**config.mk**
```make
export PLATFORM = sky130hd
export DESIGN_NAME = joystick_splitter_reader
export DESIGN_NICKNAME = d
export VERILOG_FILES = /design/src/rtl/joystick_splitter_reader_pkg.sv /design/src/rtl/joysplit_debounce.sv /design/src/rtl/joystick_splitter_reader.sv
export SDC_FILE = /design/constraint.sdc
export NUM_CORES = 1
export LEC_CHECK = 0
export CAP_MARGIN = 10
export CORE_ASPECT_RATIO = 1.2
export CORE_MARGIN = 4
export CORE_UTILIZATION = 45
export CTS_CLUSTER_DIAMETER = 200
export DETAILED_ROUTE_END_ITERATION = 16
export PLACE_DENSITY = 0.72
export SETUP_SLACK_MARGIN = 0.05
export SLEW_MARGIN = 0
export SYNTH_ARGS = -nofsm -noshare
export SYNTH_HDL_FRONTEND = slang
export SYNTH_SLANG_ARGS = --single-unit
```
**constraint.sdc**
```tcl
create_clock -name clk -period 2.15 [get_ports clk]
set_clock_uncertainty 0.05 [all_clocks]
set_input_delay 0.3225 -clock clk [delete_from_list [all_inputs] [get_ports clk]]
set_output_delay 0.3225 -clock clk [all_outputs]
set_load 0.02 [all_outputs]
```
**src/rtl/joystick_splitter_reader_pkg.sv**
```systemverilog
// Shared definitions for the joystick splitter reader: frame geometry,
// per-port bit positions and the scan FSM state encoding.
package joystick_splitter_reader_pkg;

  localparam int unsigned JS_FRAME_W = 12;
  localparam int unsigned JS_PORT_W  = 6;

  // Bit positions inside one 6-bit port vector {F2,F1,U,D,L,R}
  localparam int unsigned JS_F2 = 5;
  localparam int unsigned JS_F1 = 4;
  localparam int unsigned JS_U  = 3;
  localparam int unsigned JS_D  = 2;
  localparam int unsigned JS_L  = 1;
  localparam int unsigned JS_R  = 0;

  typedef enum logic [2:0] {
    ST_IDLE  = 3'd0,
    ST_LOAD  = 3'd1,
    ST_CLKLO = 3'd2,
    ST_CLKHI = 3'd3,
    ST_DONE  = 3'd4
  } js_state_t;

endpackage

```
**src/rtl/joysplit_debounce.sv**
```systemverilog
// Frame acceptance stage for the joystick splitter reader.
// Build option JOYSPLIT_DEBOUNCE_EN: when defined, a frame is accepted only
// if it matches the previous completed frame; otherwise every frame is
// accepted as-is (plain register, no history kept).
module joysplit_debounce
  import joystick_splitter_reader_pkg::*;
(
  input  logic                  clk,
  input  logic                  rst_n,
  input  logic [JS_FRAME_W-1:0] frame_in,
  input  logic                  strobe,
  output logic [JS_FRAME_W-1:0] frame_out
);

`ifdef JOYSPLIT_DEBOUNCE_EN
  logic [JS_FRAME_W-1:0] history;

  // Accept a frame only when it repeats the previous completed scan
  always_ff @(posedge clk) begin
    if (!rst_n) begin
      history   <= '1;
      frame_out <= '1;
    end else if (strobe) begin
      history <= frame_in;
      if (frame_in == history) begin
        frame_out <= frame_in;
      end
    end
  end
`else
  // Every completed frame is accepted directly
  always_ff @(posedge clk) begin
    if (!rst_n) begin
      frame_out <= '1;
    end else if (strobe) begin
      frame_out <= frame_in;
    end
  end
`endif

endmodule

```
**src/rtl/joystick_splitter_reader.sv**
```systemverilog
// Serial front end for the dual-DB9 joystick splitter board. Periodically
// loads the external PISO chain, clocks out 12 bits MSB-first and presents
// both ports as active-low {F2,F1,U,D,L,R} vectors.
// Build option JOYSPLIT_DEBOUNCE_EN enables two-scan agreement filtering.
module joystick_splitter_reader
  import joystick_splitter_reader_pkg::*;
#(
  parameter int unsigned CLK_DIV       = 8,
  parameter int unsigned SCAN_INTERVAL = 4096
) (
  input  logic                 clk,
  input  logic                 rst_n,
  input  logic                 joy_data,
  output logic                 joy_load_n,
  output logic                 joy_clk,
  output logic [JS_PORT_W-1:0] db9joy1_out,
  output logic [JS_PORT_W-1:0] db9joy2_out,
  output logic                 frame_done
);

  localparam int unsigned DIV_W = $clog2(CLK_DIV);
  localparam int unsigned INT_W = $clog2(SCAN_INTERVAL);
  localparam int unsigned BIT_W = $clog2(JS_FRAME_W);

  localparam logic [DIV_W-1:0] DIV_LAST = DIV_W'(CLK_DIV - 1);
  localparam logic [INT_W-1:0] INT_LAST = INT_W'(SCAN_INTERVAL - 1);
  localparam logic [BIT_W-1:0] BIT_LAST = BIT_W'(JS_FRAME_W - 1);

  js_state_t             state;
  logic [DIV_W-1:0]      div;
  logic [BIT_W-1:0]      bit_cnt;
  logic [INT_W-1:0]      interval;
  logic [1:0]            sync_q;
  logic                  joy_sync;
  logic                  div_last;
  logic [JS_FRAME_W-1:0] frame;
  logic [JS_FRAME_W-1:0] stable_frame;
  logic                  frame_strobe;

  assign joy_sync     = sync_q[1];
  assign div_last     = (div == DIV_LAST);
  assign frame_strobe = (state == ST_DONE);

  // Two-flop synchroniser for the asynchronous chain output
  always_ff @(posedge clk) begin
    if (!rst_n) begin
      sync_q <= '1;
    end else begin
      sync_q <= {sync_q[0], joy_data};
    end
  end

  // Free-running scan interval counter, 0..SCAN_INTERVAL-1
  always_ff @(posedge clk) begin
    if (!rst_n) begin
      interval <= '0;
    end else if (interval == INT_LAST) begin
      interval <= '0;
    end else begin
      interval <= interval + INT_W'(1);
    end
  end

  // Scan FSM: load pulse, 12 shift-clock periods, completion pulse
  always_ff @(posedge clk) begin
    if (!rst_n) begin
      state      <= ST_IDLE;
      div        <= '0;
      bit_cnt    <= '0;
      frame      <= '1;
      joy_load_n <= 1'b1;
      joy_clk    <= 1'b0;
      frame_done <= 1'b0;
    end else begin
      frame_done <= 1'b0;
      case (state)
        ST_IDLE: begin
          if (interval == '0) begin
            state      <= ST_LOAD;
            div        <= '0;
            joy_load_n <= 1'b0;
          end
        end
        ST_LOAD: begin
          if (div_last) begin
            state      <= ST_CLKLO;
            div        <= '0;
            bit_cnt    <= '0;
            joy_load_n <= 1'b1;
          end else begin
            div <= div + DIV_W'(1);
          end
        end
        ST_CLKLO: begin
          if (div_last) begin
            frame   <= {frame[JS_FRAME_W-2:0], joy_sync};
            state   <= ST_CLKHI;
            div     <= '0;
            joy_clk <= 1'b1;
          end else begin
            div <= div + DIV_W'(1);
          end
        end
        ST_CLKHI: begin
          if (div_last) begin
            div     <= '0;
            joy_clk <= 1'b0;
            if (bit_cnt == BIT_LAST) begin
              state <= ST_DONE;
            end else begin
              bit_cnt <= bit_cnt + BIT_W'(1);
              state   <= ST_CLKLO;
            end
          end else begin
            div <= div + DIV_W'(1);
          end
        end
        ST_DONE: begin
          state      <= ST_IDLE;
          div        <= '0;
          frame_done <= 1'b1;
        end
        default: begin
          state <= ST_IDLE;
        end
      endcase
    end
  end

  joysplit_debounce u_debounce (
    .clk       (clk),
    .rst_n     (rst_n),
    .frame_in  (frame),
    .strobe    (frame_strobe),
    .frame_out (stable_frame)
  );

  assign db9joy1_out = stable_frame[JS_FRAME_W-1:JS_PORT_W];
  assign db9joy2_out = stable_frame[JS_PORT_W-1:0];

endmodule

```
==> flow_summary.toml <==
[status]
outcome = "completed"

[route]
route.vias.total = 1745
vias_per_cell = 5.32
wl_um = 3880
first_pass_iters = 4
ant_nets = 0
drc = 0
drtIter0Drc = 104
wl_per_cell_um = 11.8

[worst_hold_path]
worstHoldPathCells = 1
hold_path_class = "reg -> reg"
min_to = "sync_q[1]"
min_from = "sync_q[0]"

[power_and_ir_drop]
power_density_nw_per_um2 = 706
p_leak_nw = 0.988
ir_drop_uv = 399
p_total_mw = 1.74

[cells_and_area]
syn_to_final_growth_pct = 17.2
final_nets = 277
finalInstanceArea_um2 = 2470
antenna_cells = 0
drive_above_1_share_pct = 8.52

[floorplanning]
io_pins = 18
start_util_pct = 46.2
die_h_um = 82.9
num_rows = 27
dieArea_um2 = 5840
die_w_um = 70.4
core_um2 = 4560

[synth]
ys_ff_latch = 51
syn_area_per_cell_um2 = 8.39
synth_cell_types = 39
syn_nets = 259
netlist_area_um2 = 2110
synth-seq-area-share_pct = 48.5
yosysWarnings = 0
syn_inst = 251

[worst_setup_path]
cp.required_ps = 2340
ff2ff_setup_slack_ps = 290
crit_type = "reg -> reg"
path_delay_family = "simple AND/OR/NAND/NOR gates"
cp-start-kind = "register"
path_buf_inv = 0
crit_top_cell = "ha_1"
crit_arrival_ps = 2050
r2r_start = "div[0]"
cp_slowest_stage_delay_ps = 470
critPathMaxFanout = 10
worstSetupEndpointType = "register"
rr_worst_depth = 5
crit_path_cell_trace = "ha_1 -> ha_1 -> nand3b_1 -> or4_1 -> a21oi_1"
crit_slowest_cell = "or4_1"
rr_endpoint = "bit_cnt[2]"

[placement]
io_buffers = 17
place_hpwl_um = 2630
dpl_cell_area_um2 = 2350
gp_congestion = 0.741

[timing]
worst_pin_slew_ps = 573
rsz0062_at_grt = "false"
hold_slack_ps = 365
clock.fmax_mhz = 536
finalSetupTns_ps = 0
slew_viol_final = 0
post-route-period-util_pct = 86.7
hold_viol = 0
setup_violations = 0
slew_headroom_pct = 61.7
fin_crit_ps = 1860

[global_route]
grt_pass1_vias = 1567
grt_max_degree = 21
grt_usage_pct = 13.9
grt-ovfl-total = 0
antenna_found_initial = 0
grt_pass1_wl_um = 6850

[clock_tree]
ctsRootBufferMaster = "clkbuf_8"
numCtsBuffers = 5
cts_tree = "yes"
clock-sinks = 51
cts_max_level = 2
postCtsSetupBuffers = 0
cts_buffer_depth = 2
clk_latency_ps = 300
clk_pin_slew_ps = 90

[job]
drv_cap = 0
cells in the mapped netlist:
library cell  instances  area share [%]
or4_1                 5             1.8
and4b_1               1            0.48
o41ai_2               1            0.77
or3_1                 6             1.8
a311oi_1              1            0.42
or4b_2                2            0.95
a21oi_1              16             3.8
ha_1                  5             3.0
nand2_1              55             9.8
nand4_2               1            0.59
xor2_1                2            0.83
nor4_1                1            0.30
nor2_1                8             1.4
dfxtp_1              51              48
o22ai_1               2            0.59
buf_2                 1            0.24
o21a_1                2            0.71
o31a_1                1            0.42
o31ai_1               3             1.1
nand4bb_1             1            0.53
buf_1                 1            0.18
nand4_1               2            0.59
nand3b_1              1            0.36
clkbuf_1             11             2.0
and4bb_2              1            0.59
nand2b_1              3            0.89
xnor2_1               1            0.42
a21o_1                2            0.71
a221oi_1              1            0.42
nand4b_1              2            0.83
nor4b_1               1            0.42
nor3_1                5             1.2
or3b_2                2            0.83
a31oi_1               3            0.89
inv_1                 8             1.4
o21ai_0              12             2.9
nor3b_1               1            0.36
nand3_1              28             6.7
nand3_2               1            0.48
per-stage QoR:
stage          worst slack (ps)  utilization [%]  instances
3_5_place_dp                342             51.6        320
6_report                    286             54.1        328
5_1_grt                    76.9             54.1        328
3_3_place_gp                383             51.6        320
4_1_cts                     302             54.1        328
2_1_floorplan               435                -        251
placed cells by master (no fill, tap or decap), drive strengths merged, types with 5 or more instances in the layout:
cell type / count
nand2: 55
dfxtp: 51
nand3: 29
clkdlybuf4s50: 17
a21oi: 16
o21ai: 12
inv: 8
nor2: 8
buf: 7
or3: 6
clkbuf: 6
or4: 5
nor3: 5
ha: 5
worst reg2reg max path, cell delays in order (launching register included):
cell and delay, ps:
dfxtp_1 380, ha_1 160, ha_1 320, nand3b_1 280, or4_1 470, a21oi_1 140
layer usage:
metal	wire length [um]	global-route usage [%]	vias to the layer above	part of all wire, %
li1	-	-	918	-
met1	1840	17.8	800	47
met2	1850	22.4	21	48
met3	131	3.63	6	3.4
met4	59	5.23	0	1.5
met5	0	0	-	0
power by group:
part | switching [mW] | total (mW) | internal [mW]
Combinational | 0.0453 | 0.0866 | 0.0412
Sequential | 0.0192 | 0.977 | 0.958
Clock | 0.302 | 0.679 | 0.377
Total | 0.367 | 1.74 | 1.38
worst max-delay path by stage:
stage                     slack, ps    from  cells past startpoint         end
after floorplan                 440  div[0]                      6  bit_cnt[2]
after global placement          380  div[0]                      5  bit_cnt[2]
after detailed placement        340  div[0]                      5  bit_cnt[3]
after CTS                       300  div[0]                      5  bit_cnt[3]
after global routing             80  div[0]                      5  bit_cnt[2]
final                           290  div[0]                      5  bit_cnt[2]
what timing repair did:
action / CTS / global route
endpoints found under the hold margin: 0 / 0
setup endpoints to repair: 0 / 3
gates resized for setup: 0 / 1
hold buffers: 0 / 0
registers in the layout, indices dropped and copies added, names as in the netlist:
name,count
frame,12
interval,12
u_debounce.frame_out,12
bit_cnt,4
div,3
state,3
sync_q,2
frame_done,1
joy_clk,1
joy_load_n,1
cell families (layout without fill, tap and decap cells):
kind of cell	Yosys count	in the layout	share of synthesized area [%]
buffers and inverters	21	40	3.80
DFF	51	51	48.5
AOI/OAI and AO/OA	44	44	12.7
adders and majority gates	5	5	2.97
and+or+nand+nor	127	127	30.8
xor gates and xnor gates	3	3	1.25
area by class of cell:
class	count	area, um^2
fill	461	2090
clock buffer	6	82.6
tap	58	72.6
sequential	51	1020
timing repair buffer	24	223
clock inverter	2	35.0
multi-input combinational	179	1000
inverter	8	30.0
No activity file was read; power rests on OpenSTA's default activity.
